**config.mk**
```make
export PLATFORM = sky130hd
export DESIGN_NAME = run_ctrl
export DESIGN_NICKNAME = d
export VERILOG_FILES = /design/src/rtl/run_ctrl.sv
export SDC_FILE = /design/constraint.sdc
export NUM_CORES = 1
export LEC_CHECK = 0
export ABC_AREA = 1
export BUFFER_PORTS_ARGS = -buffer_cell sky130_fd_sc_hd__clkbuf_2
export CORE_UTILIZATION = 46
export DETAILED_ROUTE_END_ITERATION = 8
export PLACE_DENSITY = 0.67
export SLEW_MARGIN = 20
export SYNTH_ARGS = -nofsm -noshare
export SYNTH_HDL_FRONTEND = slang
export SYNTH_SLANG_ARGS = --single-unit
```
**constraint.sdc**
```tcl
create_clock -name clk -period 4.61 [get_ports clk]
set_input_delay 0.461 -clock clk [delete_from_list [all_inputs] [get_ports clk]]
set_output_delay 0.461 -clock clk [all_outputs]
set_load 0.05 [all_outputs]
```
**src/rtl/run_ctrl.sv**
```systemverilog
// run_ctrl -- program-run sequencer for the single-cycle core.
//
// Turns the host start pulse (falling edge of req) into one program run:
// clears and advances the program counter, opens the register-file write
// permit while running, and stops on a halt instruction or when the
// cycle budget runs out. done is a level that holds until the next start.
//
// Ports
//   clk            system clock, all state on the rising edge
//   reset          synchronous active-high reset (does not clear req_q)
//   req            start request; the run starts on its falling edge
//   halt           instruction at pc is a halt
//   stall          current instruction needs another cycle; hold pc
//   branch_taken   current instruction redirects pc
//   branch_target  redirect address
//   pc             instruction-memory address
//   rf_we_en       register-file / data-memory write permit
//   done           run finished (level)
//   timeout        run ended on the cycle budget rather than on halt
//   cycles         RUN-state cycles counted in the current or last run
//
// MAX_CYCLES must be >= 2 and < 2**CYC_W.
module run_ctrl #(
  parameter int PC_W       = 10,
  parameter int CYC_W      = 16,
  parameter int MAX_CYCLES = 1000
) (
  input  logic             clk,
  input  logic             reset,
  input  logic             req,
  input  logic             halt,
  input  logic             stall,
  input  logic             branch_taken,
  input  logic [PC_W-1:0]  branch_target,
  output logic [PC_W-1:0]  pc,
  output logic             rf_we_en,
  output logic             done,
  output logic             timeout,
  output logic [CYC_W-1:0] cycles
);

  typedef enum logic [1:0] {
    S_IDLE = 2'd0,
    S_INIT = 2'd1,
    S_RUN  = 2'd2,
    S_FIN  = 2'd3
  } state_e;

  localparam logic [CYC_W-1:0] LAST_CYC = CYC_W'(MAX_CYCLES - 1);
  localparam logic [PC_W-1:0]  PC_ONE   = PC_W'(1);
  localparam logic [CYC_W-1:0] CYC_ONE  = CYC_W'(1);

  state_e           state_q;
  logic             req_q;
  logic [PC_W-1:0]  pc_q, pc_d;
  logic [CYC_W-1:0] cyc_q, cyc_d;
  logic             we_q, done_q, to_q;
  logic             start;
  logic             last_cyc;

  // req_q is deliberately outside reset so reset may be tied to req:
  // the cycle after a combined pulse still sees req_q=1 and req=0.
  always_ff @(posedge clk) begin
    req_q <= req;
  end

  assign start    = req_q & ~req & ~reset;
  assign last_cyc = (cyc_q == LAST_CYC);

  // Next pc for a RUN cycle that neither times out nor halts.
  // Natural PC_W-bit overflow gives the silent wrap to 0.
  always_comb begin
    pc_d = pc_q + PC_ONE;
    if (stall)             pc_d = pc_q;
    else if (branch_taken) pc_d = branch_target;
  end

  assign cyc_d = cyc_q + CYC_ONE;

  always_ff @(posedge clk) begin
    if (reset) begin
      state_q <= S_IDLE;
      pc_q    <= '0;
      cyc_q   <= '0;
      we_q    <= 1'b0;
      done_q  <= 1'b0;
      to_q    <= 1'b0;
    end else begin
      case (state_q)
        S_IDLE: begin
          if (start) begin
            state_q <= S_INIT;
            pc_q    <= '0;
            cyc_q   <= '0;
            to_q    <= 1'b0;
            we_q    <= 1'b0;
            done_q  <= 1'b0;
          end
        end

        S_INIT: begin
          // Clears were applied on entry so INIT already shows zeros;
          // repeated here so INIT is self-contained.
          state_q <= S_RUN;
          pc_q    <= '0;
          cyc_q   <= '0;
          to_q    <= 1'b0;
          done_q  <= 1'b0;
          we_q    <= 1'b1;
        end

        S_RUN: begin
          cyc_q <= cyc_d;
          if (last_cyc) begin
            // Budget exhausted: wins over halt and stall, pc holds.
            state_q <= S_FIN;
            to_q    <= 1'b1;
            we_q    <= 1'b0;
            done_q  <= 1'b1;
          end else if (halt && !stall) begin
            // A stalled halt is not yet the retiring instruction.
            state_q <= S_FIN;
            we_q    <= 1'b0;
            done_q  <= 1'b1;
          end else begin
            pc_q <= pc_d;
          end
        end

        S_FIN: begin
          if (start) begin
            state_q <= S_INIT;
            pc_q    <= '0;
            cyc_q   <= '0;
            to_q    <= 1'b0;
            we_q    <= 1'b0;
            done_q  <= 1'b0;
          end
        end

        default: begin
          state_q <= S_IDLE;
          pc_q    <= '0;
          cyc_q   <= '0;
          we_q    <= 1'b0;
          done_q  <= 1'b0;
          to_q    <= 1'b0;
        end
      endcase
    end
  end

  assign pc       = pc_q;
  assign rf_we_en = we_q;
  assign done     = done_q;
  assign timeout  = to_q;
  assign cycles   = cyc_q;

endmodule
```
* Word-level counts from Yosys, hierarchy flattened
Index checks and enable logic that the tools add are counted.
** Word-level totals
- Input bits :: 16
- Flip-flop bits (word level) :: 32
- Word-level logic and storage cells :: 51
- Output and inout bits :: 29
** Operators by class
- $add $sub $neg :: 2
- Multiplexer cells :: 21
- Equality and inequality tests :: 10
- Reduce and logical (&&, ||, !) cells :: 7
- Bitwise gates (word level) :: 4
** Operators with widths (count)
- two-way mux 10 bit :: 5
- case mux 16 bit (3 select lines) :: 1
- case mux 10 bit (3 select lines) :: 1
- adder 16 x 1 -> 16 bit, second input constant :: 1
- equality test 16 x 10 -> 1 bit, second input constant :: 1
- two-way mux 16 bit :: 1
- adder 10 x 1 -> 10 bit, second input constant :: 1
- case mux 1 bit (3 select lines) :: 3
- inequality test 2 bit, second input constant :: 4
- two-way mux 1 bit :: 6
- two-way mux 2 bit :: 3
- case mux 2 bit (3 select lines) :: 1
- equality test 2 bit, second input constant :: 2
- AND reduction 2 bit :: 2
- AND reduction 4 bit :: 1
- inequality test 3 bit, second input constant :: 1
- AND 1 bit :: 2
- equality test 2 x 1 -> 1 bit, second input constant :: 1
- logical NOT 2 bit :: 1
- inequality test 2 x 1 -> 1 bit, second input constant :: 1
- inverter 1 bit :: 2
- OR reduction 2 bit :: 1
- logical AND 1 bit :: 1
- logical NOT 1 bit :: 1

* Longest topological paths before layout
- Depth after elaboration :: 6
- Mapped depth :: 11
- Mapped depth without buffers :: 11

* Worst setup path after synthesis
Ideal clock, no wire load.
- Kind :: reg2reg
- Start point :: register pc_q[0], in the netlist pc[0]
- End point :: register pc_q[6], in the netlist pc[6]
- Slack :: 2.876 ns
- Cell stages (with the launch flop) :: 9
- Clock period less this slack :: 1.734 ns
- Buffers on the path :: 0
- Data required time :: 4.540 ns
- Data arrival time :: 1.665 ns
- Setup time :: 0.070 ns
- Cell sequence :: dfxtp_1 -> ha_1 -> nand2_1 -> nor2_1 -> nand3_1 -> xor2_1 -> nand2_1 -> nand3_1 -> a21oi_1
** Between the ends
- Cells in the longest elaborated chain, start to end :: 6
** Ends and longest elaborated chain
- start, declared :: RTL line 55 : logic [PC_W-1:0] pc_q, pc_d;
- start signal, assigned :: RTL line 126 : pc_q <= pc_d;
- adder 10 x 1 -> 10 bit :: RTL line 73 : pc_d = pc_q + PC_ONE;
- two-way mux 10 bit :: RTL line 75 : else if (branch_taken) pc_d = branch_target;
- two-way mux 10 bit :: RTL line 74 : if (stall) pc_d = pc_q;
- two-way mux 10 bit :: RTL line 120 : end else if (halt && !stall) begin
- two-way mux 10 bit :: RTL line 114 : if (last_cyc) begin
- case mux 10 bit (3 select lines) :: RTL line 89 : case (state_q)
Every way passes these cells. The select of a mux whose other input is x is not followed.
A chain may end at the register's enable or synchronous reset.

* Worst setup path in the final report
- Start point :: register state_q[0]
- End point :: register cyc_q[6], in the netlist cycles[6]
** Between the ends
- Cells in the longest elaborated chain, start to end :: 3
- Elaborated cells on any way between the ends :: 7
- Those cells by class :: eq/ne (4); mux (1); reduce/logical (2)
** Ends and longest elaborated chain
- start, declared :: RTL line 53 : state_e state_q;
- start signal, assigned :: RTL line 82 : state_q <= S_IDLE;
- start signal, assigned :: RTL line 92 : state_q <= S_INIT;
- start signal, assigned :: RTL line 104 : state_q <= S_RUN;
- equality test 2 bit / logical NOT 2 bit (equally long branches) :: RTL line 89
- OR reduction 2 bit (no source line)
- case mux 16 bit (3 select lines) / inequality test 2 x 1 -> 1 bit (equally long branches)
- end signal, assigned :: RTL line 113 : cyc_q <= cyc_d;
- end, declared :: RTL line 56 : logic [CYC_W-1:0] cyc_q, cyc_d;
Several ways; a longest one is shown, not always the timed one.

==> flow_summary.toml <==
[timing]
fin_setup_tns_ps = 0
whs_ps = 297
tightest_slew_ps = 315
timing.fmax_mhz = 551
slew-limit-headroom_pct = 79.0
finalSetupViolCount = 0
rsz0062_at_grt = "false"
finalClockSkew_ps = 8.25
fin_ws_ps = 2790
min_period_ps = 1820
fin_crit_sh_pct = 39.4
finalMaxSlewViolations = 0
hold_viol = 0

[finish]
num_antenna_cells = 0
synthToLayoutAreaGrowth_pct = 18.7
layout.nets = 328
nFillCells = 382
final_layout_size_suffix_gt1_share_pct = 22.4

[drt]
num_vias = 1764
antenna_left = 0
vias_per_cell = 4.96
drt_iter0_markers = 117
wl_per_cell_um = 11.1
wl_um = 3940
dr.pass1.iters = 6
drc = 0

[yosys]
synth_cell_types = 31
synth_seq_cells = 32
syn_area_per_cell_um2 = 6.81
yosysSeqAreaShare_pct = 36.1
synthFlopType = "dfxtp_1"
synth_fp_nets = 282
synth_area_um2 = 1780
yosys-top-cells-count = "72 x nand2_1, 32 x dfxtp_1, 30 x inv_1"
syn_inst = 261
yosysTopAreaCell = "dfxtp_1"
synth.most_common_cell = "nand2_1"
synth_edf_count = 0
synth_warnings = 0
synth.top_cells.by_area = "dfxtp_1 36%, nand2_1 15%, a21oi_1 7.0%"
async_flop_share_pct = 0
yosysTopAreaCellShare_pct = 36.1

[pwr]
leakage_nw = 0.950
p_total_mw = 0.960
ir_drop_v = 0.000290
pwr_density_cell_nw_per_um2 = 455

[die]
rows = 22
die_x_um = 64.2
core_area_um2 = 3690
ios = 45
start_util_pct = 48.2
die_h_um = 64.2
die_area_um2 = 4120

[placed_design]
finalWeightedCongestion = 0.793
place_ws_ps = 2770
dp_hpwl_um = 2890
portBuffers = 44

[setup_path]
start_kind = "flop"
worstPathMaxFanout = 11
worstSetupStartpoint = "state_q[0]$_SDFFE_PP0P_"
worst_ep_required_time_ps = 4820
crit_path_end_kind = "flop"
crit_type = "reg2reg"
timing.rr.start = "state_q[0]$_SDFFE_PP0P_"
worst_ep_arrival_time_ps = 2020

[clock_tree]
cts_resized = 0
cts_buffers = 5
worstSkewPairLatency_ps = 280
post_cts_buffers = 0
cts_sinks = 32
clock_path_buffers = 2
clockRootBuffer = "clkbuf_8"
cts_hold_buf = 0
clk_pin_slew_ps = 70
htreeDepth = 2
cts_tree = "yes"

[hold_path]
hold_start = "req"
min_path_type = "in2reg"

[grt]
first_global_vias = 1521
grt_pass1_wl_um = 6760
grt_max_degree = 12
grt-ovfl-total = 0
grt_usage_pct = 21.0
antenna_found_initial = 0

[run]
max-cap-violations = 0

[run_status]
status = "finished clean"
-- power by group --
| part | internal (mW) | total [mW] | leakage (nW) | switching [mW] |
|---|---|---|---|---|
| clock network | 0.122 | 0.220 | 0.0455 | 0.0980 |
| registers | 0.312 | 0.350 | 0.260 | 0.0383 |
| logic | 0.106 | 0.390 | 0.645 | 0.284 |
| total | 0.539 | 0.960 | 0.950 | 0.420 |
-- kinds of logic after synthesis --
logic type      count (synthesis)  synth area share (%)
compound gates                 41                  12.5
fa+ha+maj                       5                  3.52
xor+xnor                        6                  2.96
flops                          32                  36.1
simple gates                  138                  35.3
buf+inv                        39                  9.72
-- path summary, 6_finish.rpt --
check,endpoint,slack [ps],cells past startpoint
setup reg to reg,cycles[6]$_SDFFE_PP0P_,2790,8
hold / removal,req_q$_DFF_P_,300,1
setup / recovery,cycles[6]$_SDFFE_PP0P_,2790,8
hold reg to reg,cycles[7]$_SDFFE_PP0P_,460,2
-- layout by cell type (no fill, tap or decap), types with 2 or more instances in the layout --
cell      netlist  layout
a21oi_1        25      25
clkbuf_1        1       2
clkbuf_2        0      44
clkbuf_8        0       6
dfxtp_1        32      32
ha_1            5       5
inv_1          30      30
inv_2           2       2
nand2_1        72      72
nand2_2         4       4
nand3_1        18      18
nand3_2         2       2
nand3_4         2       2
nand4_1         3       3
nor2_1         28      28
nor3_1          4       4
o21ai_0         7       7
o21ai_1         5       5
or2_2           2       2
xnor2_1         2       2
xor2_1          4       4
-- sequential cells by signal, indices dropped and copies added (netlist names) --
| register | flops |
|---|---|
| rf_we_en | 1 |
| pc | 10 |
| cycles | 16 |
| req_q | 1 |
| done | 1 |
| state_q | 2 |
| timeout | 1 |
-- metal layers --
layer  share of wire, %  global-route usage, %
met1                 50                   28.2
met4               0.15                   6.67
met5                  0                      0
met3                5.4                   6.07
met2                 45                   32.2
-- worst max-delay path, cell delays in order (launching register included) --
cell,delay (ps)
dfxtp_1,370
inv_1,70
ha_1,400
nand2_2,220
nand2_2,150
nand2_2,130
inv_2,180
o21ai_1,90
a21oi_1,120
-- per-stage QoR --
step                std cells  util (%)  instance area (µm²)
CTS                       356      57.2                 2110
floorplan                 261         -                 1780
global route              356      57.2                 2110
detailed placement        348      54.7                 2020
global placement          348      54.7                 2020
finish                    356      57.2                 2110
-- final cells by class --
cell class | count | area (µm²) | area share (%)
clock buffer | 8 | 90.1 | 4.27
inverter | 34 | 134 | 6.35
multi-input combinational | 190 | 963 | 45.7
sequential | 32 | 641 | 30.4
tap | 48 | 60.1 | 2.85
timing repair buffer | 44 | 220 | 10.4
No activity file was read; power rests on OpenSTA's default activity.
